**src/rtl/data_mem_dump_ctrl_pkg.sv**
```systemverilog
// Shared definitions for the data-memory dump controller: memory access size
// codes (common with data memory and MEM-stage control) and the dumper state encoding.
package data_mem_dump_ctrl_pkg;

    // Memory access size codes
    localparam logic [1:0] MEM_BYTE = 2'b00;
    localparam logic [1:0] MEM_HALF = 2'b01;
    localparam logic [1:0] MEM_WORD = 2'b10;

    // Bytes streamed per memory word
    localparam int unsigned BYTES_PER_WORD = 4;

    // Dumper FSM state encoding
    typedef enum logic [2:0] {
        ST_IDLE    = 3'd0,
        ST_READ    = 3'd1,
        ST_CAPTURE = 3'd2,
        ST_SEND    = 3'd3,
        ST_DONE    = 3'd4
    } dump_state_e;

    // True for every state in which the dumper owns the memory port
    function automatic logic state_is_busy(input dump_state_e st);
        return (st != ST_IDLE);
    endfunction

endpackage

```
**src/rtl/data_mem_dump_ctrl_serializer.sv**
```systemverilog
// Word-to-byte serializer: loads a 32-bit word and presents it one byte at a
// time, least significant byte first, advancing on each accepted handshake.
module word_byte_serializer
    import data_mem_dump_ctrl_pkg::*;
(
    input  logic        i_clk,
    input  logic        i_reset_n,
    input  logic        i_load,
    input  logic [31:0] i_load_word,
    input  logic        i_accept,
    output logic [7:0]  o_byte,
    output logic        o_last
);

    logic [31:0] r_shift;
    logic [1:0]  r_byte_cnt;

    // Shift register and byte index: load a fresh word or step to the next byte
    always_ff @(posedge i_clk or negedge i_reset_n) begin
        if (!i_reset_n) begin
            r_shift    <= 32'h0000_0000;
            r_byte_cnt <= 2'd0;
        end else if (i_load) begin
            r_shift    <= i_load_word;
            r_byte_cnt <= 2'd0;
        end else if (i_accept) begin
            r_shift    <= {8'h00, r_shift[31:8]};
            r_byte_cnt <= r_byte_cnt + 2'd1;
        end else begin
            r_shift    <= r_shift;
            r_byte_cnt <= r_byte_cnt;
        end
    end

    assign o_byte = r_shift[7:0];
    assign o_last = (r_byte_cnt == 2'(BYTES_PER_WORD - 1));

endmodule

```
**src/rtl/data_mem_dump_ctrl.sv**
```systemverilog
// Debug-unit memory dumper: reads a contiguous word range from data memory one
// word at a time and streams each word as four little-endian bytes over a
// valid/ready byte interface. The memory port is only used while the pipeline
// is halted and an external mux grants it to this block.
module data_mem_dump_ctrl
    import data_mem_dump_ctrl_pkg::*;
#(
    parameter int ADDR_WIDTH = 9,
    parameter int DATA_WIDTH = 32
) (
    input  logic                  i_clk,
    input  logic                  i_reset_n,
    input  logic                  i_start,
    input  logic [ADDR_WIDTH-1:0] i_base_addr,
    input  logic [ADDR_WIDTH:0]   i_word_count,
    input  logic                  i_abort,
    output logic                  o_mem_read,
    output logic                  o_mem_write,
    output logic [1:0]            o_mem_size,
    output logic                  o_unsigned_op,
    output logic [1:0]            o_byte_offset,
    output logic [ADDR_WIDTH-1:0] o_address,
    input  logic [DATA_WIDTH-1:0] i_read_data,
    output logic [7:0]            o_tx_data,
    output logic                  o_tx_valid,
    input  logic                  i_tx_ready,
    output logic                  o_busy,
    output logic                  o_done
);

    dump_state_e           r_state;
    dump_state_e           w_next_state;
    logic [ADDR_WIDTH-1:0] r_addr;
    logic [ADDR_WIDTH:0]   r_count;
    logic [ADDR_WIDTH:0]   r_words_sent;
    logic                  r_mem_read;
    logic                  r_tx_valid;
    logic                  r_busy;
    logic                  r_done;

    logic                  w_start_ok;
    logic                  w_accept;
    logic                  w_ser_last;
    logic [7:0]            w_ser_byte;
    logic                  w_ser_load;
    logic                  w_last_word;
    logic                  w_word_advance;
    logic                  w_mem_read_nxt;
    logic                  w_tx_valid_nxt;
    logic                  w_busy_nxt;
    logic                  w_done_nxt;

    // Abort beats a simultaneous start, so a dump only begins without abort
    assign w_start_ok     = i_start & ~i_abort;
    // A handshake is ignored in the cycle an abort withdraws the byte
    assign w_accept       = (r_state == ST_SEND) & r_tx_valid & i_tx_ready & ~i_abort;
    assign w_ser_load     = (r_state == ST_CAPTURE) & ~i_abort;
    assign w_last_word    = ((r_words_sent + {{ADDR_WIDTH{1'b0}}, 1'b1}) == r_count);
    assign w_word_advance = w_accept & w_ser_last & ~w_last_word;

    word_byte_serializer u_serializer (
        .i_clk       (i_clk),
        .i_reset_n   (i_reset_n),
        .i_load      (w_ser_load),
        .i_load_word (i_read_data[31:0]),
        .i_accept    (w_accept),
        .o_byte      (w_ser_byte),
        .o_last      (w_ser_last)
    );

    // FSM state register
    always_ff @(posedge i_clk or negedge i_reset_n) begin
        if (!i_reset_n) begin
            r_state <= ST_IDLE;
        end else begin
            r_state <= w_next_state;
        end
    end

    // FSM next-state logic; abort returns to IDLE from any active state
    always_comb begin
        w_next_state = r_state;
        case (r_state)
            ST_IDLE: begin
                if (w_start_ok) begin
                    if (i_word_count == {(ADDR_WIDTH+1){1'b0}}) begin
                        w_next_state = ST_DONE;
                    end else begin
                        w_next_state = ST_READ;
                    end
                end else begin
                    w_next_state = ST_IDLE;
                end
            end
            ST_READ: begin
                if (i_abort) begin
                    w_next_state = ST_IDLE;
                end else begin
                    w_next_state = ST_CAPTURE;
                end
            end
            ST_CAPTURE: begin
                if (i_abort) begin
                    w_next_state = ST_IDLE;
                end else begin
                    w_next_state = ST_SEND;
                end
            end
            ST_SEND: begin
                if (i_abort) begin
                    w_next_state = ST_IDLE;
                end else if (w_accept && w_ser_last) begin
                    if (w_last_word) begin
                        w_next_state = ST_DONE;
                    end else begin
                        w_next_state = ST_READ;
                    end
                end else begin
                    w_next_state = ST_SEND;
                end
            end
            ST_DONE: begin
                w_next_state = ST_IDLE;
            end
            default: begin
                w_next_state = ST_IDLE;
            end
        endcase
    end

    // FSM output decode, evaluated on the upcoming state so outputs can be registered
    always_comb begin
        w_mem_read_nxt = 1'b0;
        w_tx_valid_nxt = 1'b0;
        w_busy_nxt     = state_is_busy(w_next_state);
        w_done_nxt     = 1'b0;
        case (w_next_state)
            ST_IDLE:    begin end
            ST_READ:    w_mem_read_nxt = 1'b1;
            ST_CAPTURE: begin end
            ST_SEND:    w_tx_valid_nxt = 1'b1;
            ST_DONE:    w_done_nxt     = 1'b1;
            default: begin
                w_busy_nxt = 1'b0;
            end
        endcase
    end

    // Registered control outputs, aligned with the state they belong to
    always_ff @(posedge i_clk or negedge i_reset_n) begin
        if (!i_reset_n) begin
            r_mem_read <= 1'b0;
            r_tx_valid <= 1'b0;
            r_busy     <= 1'b0;
            r_done     <= 1'b0;
        end else begin
            r_mem_read <= w_mem_read_nxt;
            r_tx_valid <= w_tx_valid_nxt;
            r_busy     <= w_busy_nxt;
            r_done     <= w_done_nxt;
        end
    end

    // Address and word counters: latched on start, stepped after each full word
    always_ff @(posedge i_clk or negedge i_reset_n) begin
        if (!i_reset_n) begin
            r_addr       <= {ADDR_WIDTH{1'b0}};
            r_count      <= {(ADDR_WIDTH+1){1'b0}};
            r_words_sent <= {(ADDR_WIDTH+1){1'b0}};
        end else if ((r_state == ST_IDLE) && w_start_ok) begin
            r_addr       <= i_base_addr;
            r_count      <= i_word_count;
            r_words_sent <= {(ADDR_WIDTH+1){1'b0}};
        end else if (w_word_advance) begin
            // Wraps naturally at the top of memory
            r_addr       <= r_addr + {{(ADDR_WIDTH-1){1'b0}}, 1'b1};
            r_words_sent <= r_words_sent + {{ADDR_WIDTH{1'b0}}, 1'b1};
        end else begin
            r_addr       <= r_addr;
            r_count      <= r_count;
            r_words_sent <= r_words_sent;
        end
    end

    assign o_mem_read    = r_mem_read;
    assign o_mem_write   = 1'b0;
    assign o_mem_size    = MEM_WORD;
    assign o_unsigned_op = 1'b0;
    assign o_byte_offset = 2'b00;
    assign o_address     = r_addr;
    assign o_tx_data     = w_ser_byte;
    assign o_tx_valid    = r_tx_valid;
    assign o_busy        = r_busy;
    assign o_done        = r_done;

endmodule

```
**config.mk**
```make
export PLATFORM = sky130hd
export DESIGN_NAME = data_mem_dump_ctrl
export DESIGN_NICKNAME = d
export VERILOG_FILES = /design/src/rtl/data_mem_dump_ctrl_pkg.sv /design/src/rtl/data_mem_dump_ctrl_serializer.sv /design/src/rtl/data_mem_dump_ctrl.sv
export SDC_FILE = /design/constraint.sdc
export NUM_CORES = 1
export LEC_CHECK = 0
export CORE_MARGIN = 2
export CORE_UTILIZATION = 54
export DETAILED_ROUTE_END_ITERATION = 8
export HOLD_SLACK_MARGIN = 0.1
export PLACE_DENSITY = 0.82
export SYNTH_ARGS = -nofsm -noshare
export SYNTH_HDL_FRONTEND = slang
export SYNTH_SLANG_ARGS = --single-unit
```
**constraint.sdc**
```tcl
create_clock -name i_clk -period 3.4 [get_ports i_clk]
set_clock_uncertainty 0.05 [all_clocks]
set_input_delay 0.68 -clock i_clk [delete_from_list [all_inputs] [get_ports i_clk]]
set_output_delay 0.68 -clock i_clk [all_outputs]
set_load 0.005 [all_outputs]
```
# Word-level counts from Yosys, hierarchy flattened
# Index checks and enable logic that the tools add are counted.
# word_totals
register_bits,70
latchBits,0
ramBits,0
romBits,0
input_bits,56
mem_count,0
# op_classes
addsub,3
multipliers,0
div_mod_pow,0
magnitude_cmp,0
n_eq_ne,9
n_shift,0
n_mux,20
bitwise_logic,9
reduce_logical,9
# ops
operator,count
32-bit 2-to-1 mux,2
10-bit 2-to-1 mux,2
9-bit 2-to-1 mux,2
3-bit 2-to-1 mux,5
"3-bit by 2-bit equality test with 1-bit output, second input constant",4
3-bit one-hot mux with 4 select lines,1
"10-bit by 1-bit adder with 10-bit output, second input constant",1
10-bit equality test,1
10-bit logical NOT,1
"9-bit by 1-bit adder with 9-bit output, second input constant",1
2-bit 2-to-1 mux,4
1-bit AND,7
"3-bit by 1-bit equality test with 1-bit output, second input constant",2
3-bit logical NOT,2
5-bit OR reduction,1
1-bit 2-to-1 mux,4
2-bit nonzero test,2
"3-bit equality test, second input constant",1
3-bit nonzero test,1
"2-bit by 1-bit adder with 2-bit output, second input constant",1
"2-bit equality test, second input constant",1
1-bit logical AND,2
1-bit inverter,2

# Longest topological paths before layout
# logic_depth
depth_word,11
ltp_mapped,9
depth_no_buf,8

# Hierarchy
# A second synthesis with hierarchy kept.
# hier_totals
hier_cells,383
area_unflattened_um2,3731.1
# by_module_without_submodules
mod,instances,cells_per_inst,area_each_um2,seq_area_each_um2
data_mem_dump_ctrl,1,230,2114.5,900.9
word_byte_serializer,1,153,1616.6,850.8

# Worst setup path after synthesis
# No wires, ideal clock.
# synth_path
path_kind,reg2reg
start,register r_words_sent[0]
end,register r_addr[8] (netlist: o_address[8])
arrival_ps,2099
setup_slack_ps,1169
path_stages_with_launch,9
path_buffers,0
period_less_slack_ps,2231
cell_sequence,dfrtp_1 -> ha_1 -> nand2_1 -> or3_1 -> o311a_1 -> nand4_2 -> o21ai_2 -> or4_1 -> a31oi_1
# synth_between
elab_chain_len,5
# synth_rtl
element,line,rtl
"start, declared",data_mem_dump_ctrl.sv:35,logic [ADDR_WIDTH:0] r_words_sent;
"start signal, assigned",data_mem_dump_ctrl.sv:169,r_words_sent <= {(ADDR_WIDTH+1){1'b0}};
"start signal, assigned",data_mem_dump_ctrl.sv:173,r_words_sent <= {(ADDR_WIDTH+1){1'b0}};
"start signal, assigned",data_mem_dump_ctrl.sv:177,"r_words_sent <= r_words_sent + {{ADDR_WIDTH{1'b0}}, 1'b1};"
10-bit by 1-bit adder with 10-bit output,data_mem_dump_ctrl.sv:58,"assign w_last_word = ((r_words_sent + {{ADDR_WIDTH{1'b0}}, 1'b1}) == r_count);"
10-bit equality test,data_mem_dump_ctrl.sv:58,
1-bit inverter,data_mem_dump_ctrl.sv:59,assign w_word_advance = w_accept & w_ser_last & ~w_last_word;
1-bit AND,data_mem_dump_ctrl.sv:59,
2-bit nonzero test (no source line),-,
"end signal, assigned",data_mem_dump_ctrl.sv:167,r_addr <= {ADDR_WIDTH{1'b0}};
"end signal, assigned",data_mem_dump_ctrl.sv:171,r_addr <= i_base_addr;
"end signal, assigned",data_mem_dump_ctrl.sv:176,"r_addr <= r_addr + {{(ADDR_WIDTH-1){1'b0}}, 1'b1};"
"end, declared",data_mem_dump_ctrl.sv:33,logic [ADDR_WIDTH-1:0] r_addr;
# No other way between the ends.
# A chain may end at the register's enable or synchronous reset.

# Worst setup path in the final report
# layout_path
start,register r_words_sent[0]
end,register r_addr[2] (netlist: o_address[2])
# Same word-level chain as after synthesis.

==> metrics.txt <==
# TYPE chip_impl_metric gauge
chip_impl_info{name="run_status",value="finished, final reports clean"} 1
chip_impl_metric{name="die_width",unit="um"} 85.5
chip_impl_info{name="reg2reg_to",value="o_address[2]"} 1
chip_impl_metric{name="avgViaCountPerCell",unit=""} 5.60
chip_impl_info{name="clockRootBuffer",value="clkbuf_8"} 1
chip_impl_metric{name="io_buffers",unit=""} 76
chip_impl_metric{name="num_vias",unit=""} 2912
chip_impl_metric{name="cts.htree.levels",unit=""} 3
chip_impl_info{name="synth_common_cells",value="73 x nand2_1, 70 x dfrtp_1, 34 x o21ai_0, 27 x mux2i_1, 19 x nor2_1"} 1
chip_impl_metric{name="gate_count_post_synth",unit=""} 373
chip_impl_info{name="worst_setup_path_start_kind",value="flop"} 1
chip_impl_metric{name="post_route_cells_drive_above_1_share",unit="%"} 8.13
chip_impl_metric{name="placed_cell_area",unit="sq um"} 4310
chip_impl_metric{name="arrival",unit="ps"} 2970
chip_impl_metric{name="worstPathRequired",unit="ps"} 3580
chip_impl_metric{name="synth.distinct_cells",unit=""} 48
chip_impl_metric{name="clk_latency",unit="ps"} 340
chip_impl_metric{name="ir_worst_vdd",unit="uV"} 297
chip_impl_metric{name="wl_per_cell",unit="um"} 15.2
chip_impl_metric{name="die_h",unit="um"} 85.5
chip_impl_metric{name="ff2ff_setup_slack",unit="ps"} 610
chip_impl_metric{name="worst_r2r_path_depth",unit=""} 8
chip_impl_metric{name="finalHoldViolCount",unit=""} 0
chip_impl_metric{name="io_pins",unit=""} 83
chip_impl_metric{name="synth_edf_count",unit=""} 0
chip_impl_metric{name="final_design_area_no_fill",unit="sq um"} 4490
chip_impl_metric{name="initial_core_util",unit="%"} 56.1
chip_impl_info{name="hold_path_startpoint",value="r_count[1]"} 1
chip_impl_metric{name="grt_start_max_net_pins",unit=""} 71
chip_impl_metric{name="layout.nets",unit=""} 497
chip_impl_metric{name="final-setup-viol-count",unit=""} 0
chip_impl_metric{name="track_usage",unit="%"} 23.0
chip_impl_metric{name="core-area",unit="sq um"} 6390
chip_impl_metric{name="post_syn_area_per_cell",unit="sq um"} 9.61
chip_impl_metric{name="hpwlAfterDp",unit="um"} 5770
chip_impl_metric{name="std_cell_rows",unit=""} 29
chip_impl_metric{name="post-route-period-util",unit="%"} 81.9
chip_impl_metric{name="post_layout_nonfiller_instances",unit=""} 520
chip_impl_metric{name="synth_seq_cells",unit=""} 70
chip_impl_metric{name="clkSinkCount",unit=""} 70
chip_impl_metric{name="post-route-drc-count",unit=""} 0
chip_impl_metric{name="totalPowerFinal",unit="mW"} 2.40
chip_impl_metric{name="asyncSetResetFlopFracSynth",unit="%"} 100
chip_impl_metric{name="hold_depth",unit=""} 2
chip_impl_info{name="timing.critical_path.to_type",value="flop"} 1
chip_impl_metric{name="worstMarginPinSlew",unit="ps"} 850
chip_impl_metric{name="path_clk_slew",unit="ps"} 80
chip_impl_metric{name="netlist.area_leader.share",unit="%"} 48.9
chip_impl_metric{name="synth.yosys.seq_area_share",unit="%"} 48.9
chip_impl_info{name="synth_top_cell_by_area",value="dfrtp_1"} 1
chip_impl_info{name="cell_with_the_most_instances_after_synthesis",value="nand2_1"} 1
chip_impl_metric{name="power_density",unit="nW/um^2"} 533
chip_impl_metric{name="antennaDiodeCount",unit=""} 0
chip_impl_info{name="min_to",value="r_count[1]"} 1
chip_impl_metric{name="place.gp.congestion",unit=""} 0.928
chip_impl_metric{name="setup_tns",unit="ps"} 0
chip_impl_metric{name="cts_inserted_buffers",unit=""} 9
chip_impl_metric{name="layout.filler_cells",unit=""} 496
chip_impl_metric{name="worst_slew_margin_rel",unit="%"} 43.3
chip_impl_metric{name="grt_antenna_before_repair",unit=""} 0
chip_impl_metric{name="synth_warnings",unit=""} 0
chip_impl_metric{name="design.die.area",unit="sq um"} 7300
chip_impl_info{name="netlist_top_cells_area",value="dfrtp_1 49%, nand2_1 7.6%, mux2i_1 7.5%"} 1
chip_impl_metric{name="cts.repair.resized",unit=""} 0
chip_impl_metric{name="max_cap_violations",unit=""} 0
chip_impl_metric{name="cells_after_dpl",unit=""} 504
chip_impl_metric{name="final_period_minus_worst_setup_slack",unit="ps"} 2790
chip_impl_metric{name="detailedPlace.worstSlack",unit="ps"} 584
chip_impl_metric{name="cts_setup_buffers",unit=""} 0
chip_impl_metric{name="grt_pass1_wl",unit="um"} 13400
chip_impl_metric{name="routed_wire_length",unit="um"} 7890
chip_impl_info{name="critPathKind",value="flop to flop"} 1
chip_impl_metric{name="maxSlewViolCount",unit=""} 0
chip_impl_info{name="unrepaired_setup_endpoints_after_global_routing",value="no"} 1
chip_impl_metric{name="path_max_fanout",unit=""} 13
chip_impl_metric{name="vias_in_the_first_global_route",unit=""} 2899
chip_impl_metric{name="detailedRoute.firstIterationViolations",unit=""} 199
chip_impl_metric{name="max_clock_freq",unit="MHz"} 359
chip_impl_info{name="hp_class",value="flop to flop"} 1
chip_impl_metric{name="cts_hold_repair.buffers",unit=""} 0
chip_impl_info{name="cts_tree",value="done"} 1
chip_impl_metric{name="postLayoutSetupSlackWorst",unit="ps"} 614
chip_impl_metric{name="syn_area",unit="sq um"} 3580
chip_impl_metric{name="grt_overflow_total",unit=""} 0
chip_impl_metric{name="antenna_left",unit=""} 0
chip_impl_info{name="critical_path.reg2reg.startpoint",value="r_words_sent[0]"} 1
chip_impl_info{name="synth-main-ff-cell",value="dfrtp_1"} 1
chip_impl_metric{name="power_leakage",unit="nW"} 1.88
chip_impl_metric{name="drt_first_pass_iters",unit=""} 4
chip_impl_metric{name="synthToLayoutAreaGrowth",unit="%"} 25.4
chip_impl_metric{name="clock_tree.buffer_depth",unit=""} 2
==> metrics by stage <==
step           hold WS [ps]  utilization [%]
2_1_floorplan           334                -
3_3_place_gp            431             67.6
3_5_place_dp            434             67.6
4_1_cts                 451             70.4
5_1_grt                 481             70.4
6_report                452             70.4
==> cells in the final DEF, fill, tap and decap left out, types with 2 or more instances in the layout <==
| master | netlist | final |
|---|---|---|
| and3_1 | 6 | 6 |
| xor2_1 | 4 | 4 |
| o21a_1 | 2 | 2 |
| nand3_1 | 11 | 11 |
| clkinvlp_4 | 0 | 4 |
| a31oi_1 | 7 | 7 |
| inv_1 | 3 | 3 |
| inv_6 | 0 | 3 |
| nand2_1 | 73 | 73 |
| conb_1 | 2 | 6 |
| clkbuf_8 | 0 | 9 |
| ha_1 | 3 | 3 |
| o22ai_1 | 3 | 3 |
| nor3_1 | 8 | 7 |
| o21bai_1 | 2 | 2 |
| nor2_1 | 19 | 18 |
| a22o_1 | 9 | 9 |
| nor2b_1 | 2 | 2 |
| o221a_2 | 3 | 3 |
| buf_4 | 15 | 7 |
| o21ai_0 | 34 | 34 |
| nand4_1 | 3 | 3 |
| mux2i_1 | 27 | 27 |
| and4_1 | 2 | 2 |
| dfrtp_1 | 70 | 70 |
| a21oi_1 | 6 | 6 |
| clkdlybuf4s50_1 | 0 | 75 |
| o31ai_1 | 2 | 2 |
| o32ai_1 | 2 | 2 |
| xnor2_1 | 12 | 12 |
| nor3b_1 | 2 | 2 |
| nor4_1 | 3 | 3 |
| and2_1 | 4 | 4 |
| a211o_1 | 2 | 2 |
==> critical path, cell delays in order, from the launching register on <==
cell	delay [ps]
dfrtp_1	450
ha_1	300
nand2_1	190
o21ai_0	190
o311a_1	200
nand4_2	170
o21ai_2	490
mux2_2	410
o221a_2	240
==> final cells by class <==
cell class	count	area, sq um	area share [%]
inverter	3	11.3	0.251
multi-input combinational	271	1650	36.6
clock buffer	9	124	2.76
tap	77	96.3	2.14
clock inverter	7	56.3	1.25
sequential	70	1750	39.0
timing repair buffer	83	808	18.0
==> where the power goes <==
group	total, mW	leakage (nW)	internal (mW)	switching, mW
logic	0.586	0.920	0.345	0.241
clock network	0.607	0.0789	0.271	0.336
registers	1.20	0.886	1.04	0.163
==> worst max path at each step <==
stage,endpoint,slack [ps],cells after the start,start
detailed placement,r_words_sent[8],580,8,i_tx_ready
finish,o_address[2],610,8,r_words_sent[0]
global placement,r_words_sent[7],640,8,i_tx_ready
global route,o_address[2],380,8,r_words_sent[0]
floorplan,o_address[8],1170,8,r_words_sent[0]
CTS,o_address[2],630,8,r_words_sent[0]
==> kinds of logic (layout without fill, tap and decap cells) <==
| group | after synthesis | in the layout | synth area share, % |
|---|---|---|---|
| flops | 70 | 70 | 48.9 |
| fa+ha+maj | 3 | 3 | 1.05 |
| simple gates | 140 | 140 | 17.9 |
| other cells | 2 | 6 | 0.210 |
| xor+xnor | 16 | 16 | 3.91 |
| mux | 28 | 28 | 7.86 |
| compound gates | 78 | 78 | 14.2 |
| buf+inv | 36 | 102 | 5.94 |
==> state kept, by name, indices dropped and copies added (netlist names) <==
register	flops
u_serializer.r_shift	32
r_count	10
r_words_sent	10
o_address	9
r_state	3
u_serializer.r_byte_cnt	2
o_busy	1
o_done	1
o_mem_read	1
o_tx_valid	1
==> routing by layer <==
layer	up-vias	GRT usage [%]	share of wire [%]
met4	0	8.80	1.6
met3	10	3.89	5.5
met2	96	38.9	48
met1	1382	29.7	44
met5	-	0	0
li1	1424	-	-
Note: power is estimated with default switching activity, not from simulation.
==> RTL edit 1 (same flow settings) <==
`ADDR_WIDTH`: 9 -> 8.
--- a/src/rtl/data_mem_dump_ctrl.sv
+++ b/src/rtl/data_mem_dump_ctrl.sv
@@ -5,7 +5,7 @@
 module data_mem_dump_ctrl
     import data_mem_dump_ctrl_pkg::*;
 #(
-    parameter int ADDR_WIDTH = 9,
+    parameter int ADDR_WIDTH = 8,
     parameter int DATA_WIDTH = 32
 ) (
     input  logic                  i_clk,
Interface: changed (resized i_base_addr, i_word_count and o_address); port bits go from 83 to 80. No check against the original RTL was run, so the function may have changed too.
==> RTL edit 1 against the original RTL <==
- total power up 7.8%
- routed wire length decreased by 4.5%
- count of clock-buffer cells in the layout is the same
- sequential cell count is 3 lower
- design area down 5.3%
- first-iteration DRC count increased by 17%
- synthesized area down 6.9%
- setup slack lost 81 ps
==> RTL edit 1: results (changes against the original RTL) <==
first-pass GRT wire length=12.1 mm (-9.6%); number of port buffers=73 (-3.9%); routed wl met3=403 um (-6.7%); crit-path max FO=15 (+2); final wirelength=7.54 mm (-4.5%); most instantiated cells after synthesis=68 x nand2_1, 67 x dfrtp_1, 35 x o21ai_0; R2R Setup Slk=530 ps (-80 ps); Place WS=452 ps (-132 ps); Clock Path Buffers=2 (unchanged); Worst-Margin Slew=850 ps (-0.362 ps); Clock Latency Late Sink=~350 ps; sequential share of the synthesized area=50.3% (+1.4 points); gr usage total=24.0% (+0.99 points); gpl congestion=0.895 (-3.6%); Largest stage delay, worst path=750 ps (+260 ps); pin count of the biggest net entering global routing=68 (-4.2%); final net count=460 (-7.4%); outcome=finished, final reports clean; vias per cell=5.47 (-2.3%); drt initial violations=233 (+17%); hpwl dp=5.34 mm (-7.4%); Synth cell types=39 (-19%); fraction of layout cells with a size suffix above 1=6.86% (-1.3 points); P_sw=0.797 mW (+7.7%); CTS H-tree depth=3 (unchanged); Hold WC Path Type=input pin to asynchronous set/reset pin; reg2reg end=o_address[1]; crit path DAT=3030 ps (+60 ps); delay-heaviest family, CP=simple AND/OR/NAND/NOR gates; Leak=1.79 nW (-4.8%); Final setup viols=0 (unchanged); vias in the first global route=2,556 (-12%); wire length on met2=3.67 mm (-4.0%); VDD IR-drop max=412 uV (+39%); final hold vios=0 (unchanged); top cells by area, synth=dfrtp_1 50%, mux2i_1 7.8%, nand2_1 7.7%; WL met1=3.35 mm (-4.4%); fillers=454 (-8.5%); biggest regs=u_serializer.r_shift: 32 flops, r_count: 9 flops, r_words_sent: 9 flops; slowest CP cell=nor4b_4
-- RTL edit 1: cells by family after synthesis --
group           count (synthesis)  share of synthesized area [%]
fa+ha+maj                       3                           1.13
xor+xnor                       24                           6.30
mux                            26                           7.80
simple gates                  131                           18.6
flops                          67                           50.3
buf+inv                        30                           5.33
other cells                     2                          0.225
compound gates                 57                           10.3
-- RTL edit 1: power by group through the flow --
stage                     clock network, mW  logic (mW)  registers [mW]
after global routing                  0.706       0.737            1.29
after detailed placement                  0       0.655            1.27
final                                 0.669       0.654            1.26
after floorplan                           0       0.418            1.19
after global placement                    0       0.626            1.26
after CTS                             0.675       0.660            1.26
-- RTL edit 1: how the worst max path moves through the flow --
stage                                from               to  slack [ps]  cells past startpoint
final                     r_words_sent[0]     o_address[1]         530                      8
after global routing      r_words_sent[0]     o_address[1]         320                      8
after global placement            i_abort     o_address[7]         540                      7
after detailed placement          i_abort  r_words_sent[2]         450                      7
after CTS                 r_words_sent[0]     o_address[1]         630                      8
after floorplan           r_words_sent[0]       r_state[0]        1170                      7
-- RTL edit 1: final cells by class --
| cell class | instances | share of cell area, % |
|---|---|---|
| Clock buffer | 9 | 2.91 |
| Clock inverter | 7 | 1.79 |
| Multi-Input combinational cell | 247 | 35.5 |
| Sequential cell | 67 | 39.4 |
| Tap cell | 75 | 2.20 |
| Timing Repair Buffer | 78 | 18.2 |
-- RTL edit 1: metrics by stage --
| stage | instance area (sq um) | total power [mW] | std cells | hold WS (ps) | utilization (%) |
|---|---|---|---|---|---|
| 6_report | 4260 | 2.58 | 483 | 456 | 71.5 |
| 5_1_grt | 4260 | 2.73 | 483 | 468 | 71.5 |
| 4_1_cts | 4260 | 2.60 | 483 | 457 | 71.5 |
| 3_5_place_dp | 4060 | 1.92 | 467 | 434 | 68.1 |
| 3_3_place_gp | 4060 | 1.88 | 467 | 435 | 68.1 |
| 2_1_floorplan | 3350 | 1.61 | 344 | 334 | - |
-- RTL edit 1: per-layer routing --
metal,vias up,track usage (%)
met5,-,0
met3,10,6.74
met1,1285,31.8
met2,75,38.6
li1,1273,-
met4,0,7.38
-- RTL edit 1: worst register-to-register path: stages, from the launching register on --
cell and delay, ps:
dfrtp_1 440, ha_1 270, nand3_1 170, o21ai_0 250, o31ai_2 150, nor4b_4 750
nor2_1 280, a22oi_1 240, o21ai_0 130
==> RTL edit 2 (config.mk and constraints unchanged) <==
Made on the original files. The 5 states of `dump_state_e` get a one-hot encoding in 5 bits.
--- a/src/rtl/data_mem_dump_ctrl_pkg.sv
+++ b/src/rtl/data_mem_dump_ctrl_pkg.sv
@@ -11,12 +11,12 @@
     localparam int unsigned BYTES_PER_WORD = 4;
 
     // Dumper FSM state encoding
-    typedef enum logic [2:0] {
-        ST_IDLE    = 3'd0,
-        ST_READ    = 3'd1,
-        ST_CAPTURE = 3'd2,
-        ST_SEND    = 3'd3,
-        ST_DONE    = 3'd4
+    typedef enum logic [4:0] {
+        ST_IDLE    = 5'b00001,
+        ST_READ    = 5'b00010,
+        ST_CAPTURE = 5'b00100,
+        ST_SEND    = 5'b01000,
+        ST_DONE    = 5'b10000
     } dump_state_e;
 
     // True for every state in which the dumper owns the memory port
Formal check against the unedited RTL: same outputs for any inputs over 10 cycles, from zero or initial values and one cycle with i_reset_n low; not proved beyond that.
==> RTL edit 2 against the original RTL <==
- routed wire length is 1.7% higher
- clock power grew 47%
- combinational power decreased by 42%
- setup slack worse by 360 ps
- total power down 6.4%
- final cell count up 5.0%
- die area rose by 4.9%
- design area up 5.8%
- global-route usage down 0.75 points
- sequential cell count rose by 2
- synthesized area rose by 5.2%
==> RTL edit 2: results (changes against the original RTL) <==
DRT Pass-1 Iters=4 (unchanged); gr usage total=22.3% (-0.75 points); CP Capture Point=r_words_sent[7]; r2r worst-path depth=9 (+1); Vias=3,026 (+3.9%); VDD IR-drop max=282 uV (-5.2%); hold slack=347 ps (-105 ps); post-cts repair resize count=0 (unchanged); R2R Setup Slk=250 ps (-360 ps); drt initial violations=152 (-24%); number of port buffers=76 (unchanged); outcome=finished, final reports clean; fraction of layout cells with a size suffix above 1=9.01% (+0.89 points); crit share post-route=92.7% (+11 points); CTS H-tree depth=3 (unchanged); Leak=2.01 nW (+6.7%); clk slew on worst S/H paths=80 ps (about the same); Rel. slew slack=49.1% (+5.8 points); vias in the first global route=3,086 (+6.5%); most instantiated cells after synthesis=89 x nand2_1, 71 x dfrtp_1, 44 x o21ai_0; Synth cell types=55 (+15%); first-pass GRT wire length=13.4 mm (+0.46%); Clock Path Buffers=2 (unchanged); pin count of the biggest net entering global routing=59 (-17%); Clock Latency Late Sink=340 ps (about the same); final wirelength=8.02 mm (+1.7%); sequential share of the synthesized area=47.8% (-1.0 points); hpwl dp=5.65 mm (-2.1%); final net count=520 (+4.6%); top cells by area, synth=dfrtp_1 47%, nand2_1 8.9%, mux2i_1 6.9%; crit path DAT=3330 ps (+360 ps); gpl congestion=0.892 (-3.9%); biggest regs=u_serializer.r_shift: 32 flops, r_count: 10 flops, r_words_sent: 10 flops; Yosys warnings=0 (unchanged); CTS Buf Count=9 (unchanged); Hold WC Path Type=input pin to asynchronous set/reset pin
[RTL edit 2: cells by family (layout without fill, tap and decap cells)]
| kind of cell | count (synthesis) | in the layout | share of synthesized area [%] |
|---|---|---|---|
| simple gates | 154 | 154 | 19.4 |
| flops | 72 | 72 | 47.8 |
| other cells | 2 | 6 | 0.199 |
| mux | 26 | 26 | 6.91 |
| buf+inv | 42 | 103 | 6.27 |
| xor+xnor | 20 | 20 | 4.65 |
| compound gates | 82 | 82 | 13.8 |
| fa+ha+maj | 3 | 3 | 0.996 |
[RTL edit 2: how the worst min path moves through the flow]
stage | startpoint | end | cells past startpoint
2_1_floorplan | i_reset_n | o_address[0] | 0
3_3_place_gp | r_count[4] | r_count[4] | 2
3_5_place_dp | r_count[5] | r_count[5] | 2
4_1_cts | i_reset_n | u_serializer.r_shift[1] | 1
6_report | i_reset_n | u_serializer.r_shift[1] | 1
5_1_grt | i_reset_n | u_serializer.r_shift[1] | 1
[RTL edit 2: power by group]
group          internal [mW]  total (mW)  leakage, nW  switching (mW)
registers              0.937        1.01        0.929          0.0716
logic                  0.194       0.339        0.948           0.146
clock network          0.564       0.895        0.134           0.331
[RTL edit 2: area by class of cell]
class / count / area, sq um
Fill cell: 540 / 2000
Sequential cell: 72 / 1800
Multi-Input combinational cell: 291 / 1750
Timing Repair Buffer: 82 / 813
Clock inverter: 7 / 143
Clock buffer: 9 / 124
Tap cell: 80 / 100
Inverter: 5 / 18.8
[RTL edit 2: critical path, stage by stage (launching register included)]
cell	delay, ps
dfrtp_1	480
ha_1	370
nand3_2	190
o21a_1	260
nor4_4	320
o2111ai_1	240
o21ai_2	470
buf_4	290
nor2_1	70
a211o_2	300
[RTL edit 2: metal layers]
metal	global-route usage (%)	routed length, um	vias to the layer above
met5	0	0	-
met4	10.1	155	0
met3	4.71	408	17
met2	37.2	3860	94
met1	28.0	3600	1431
li1	-	-	1484
[RTL edit 2: per-stage QoR]
| stage | power, mW | instances | worst slack (ps) | cell area [sq um] |
|---|---|---|---|---|
| 2_1_floorplan | 1.18 | 405 | 895 | 3780 |
| 3_3_place_gp | 1.35 | 530 | 449 | 4490 |
| 3_5_place_dp | 1.36 | 530 | 292 | 4490 |
| 4_1_cts | 2.26 | 546 | 285 | 4750 |
| 5_1_grt | 2.34 | 546 | 52.7 | 4750 |
| 6_report | 2.24 | 546 | 249 | 4750 |
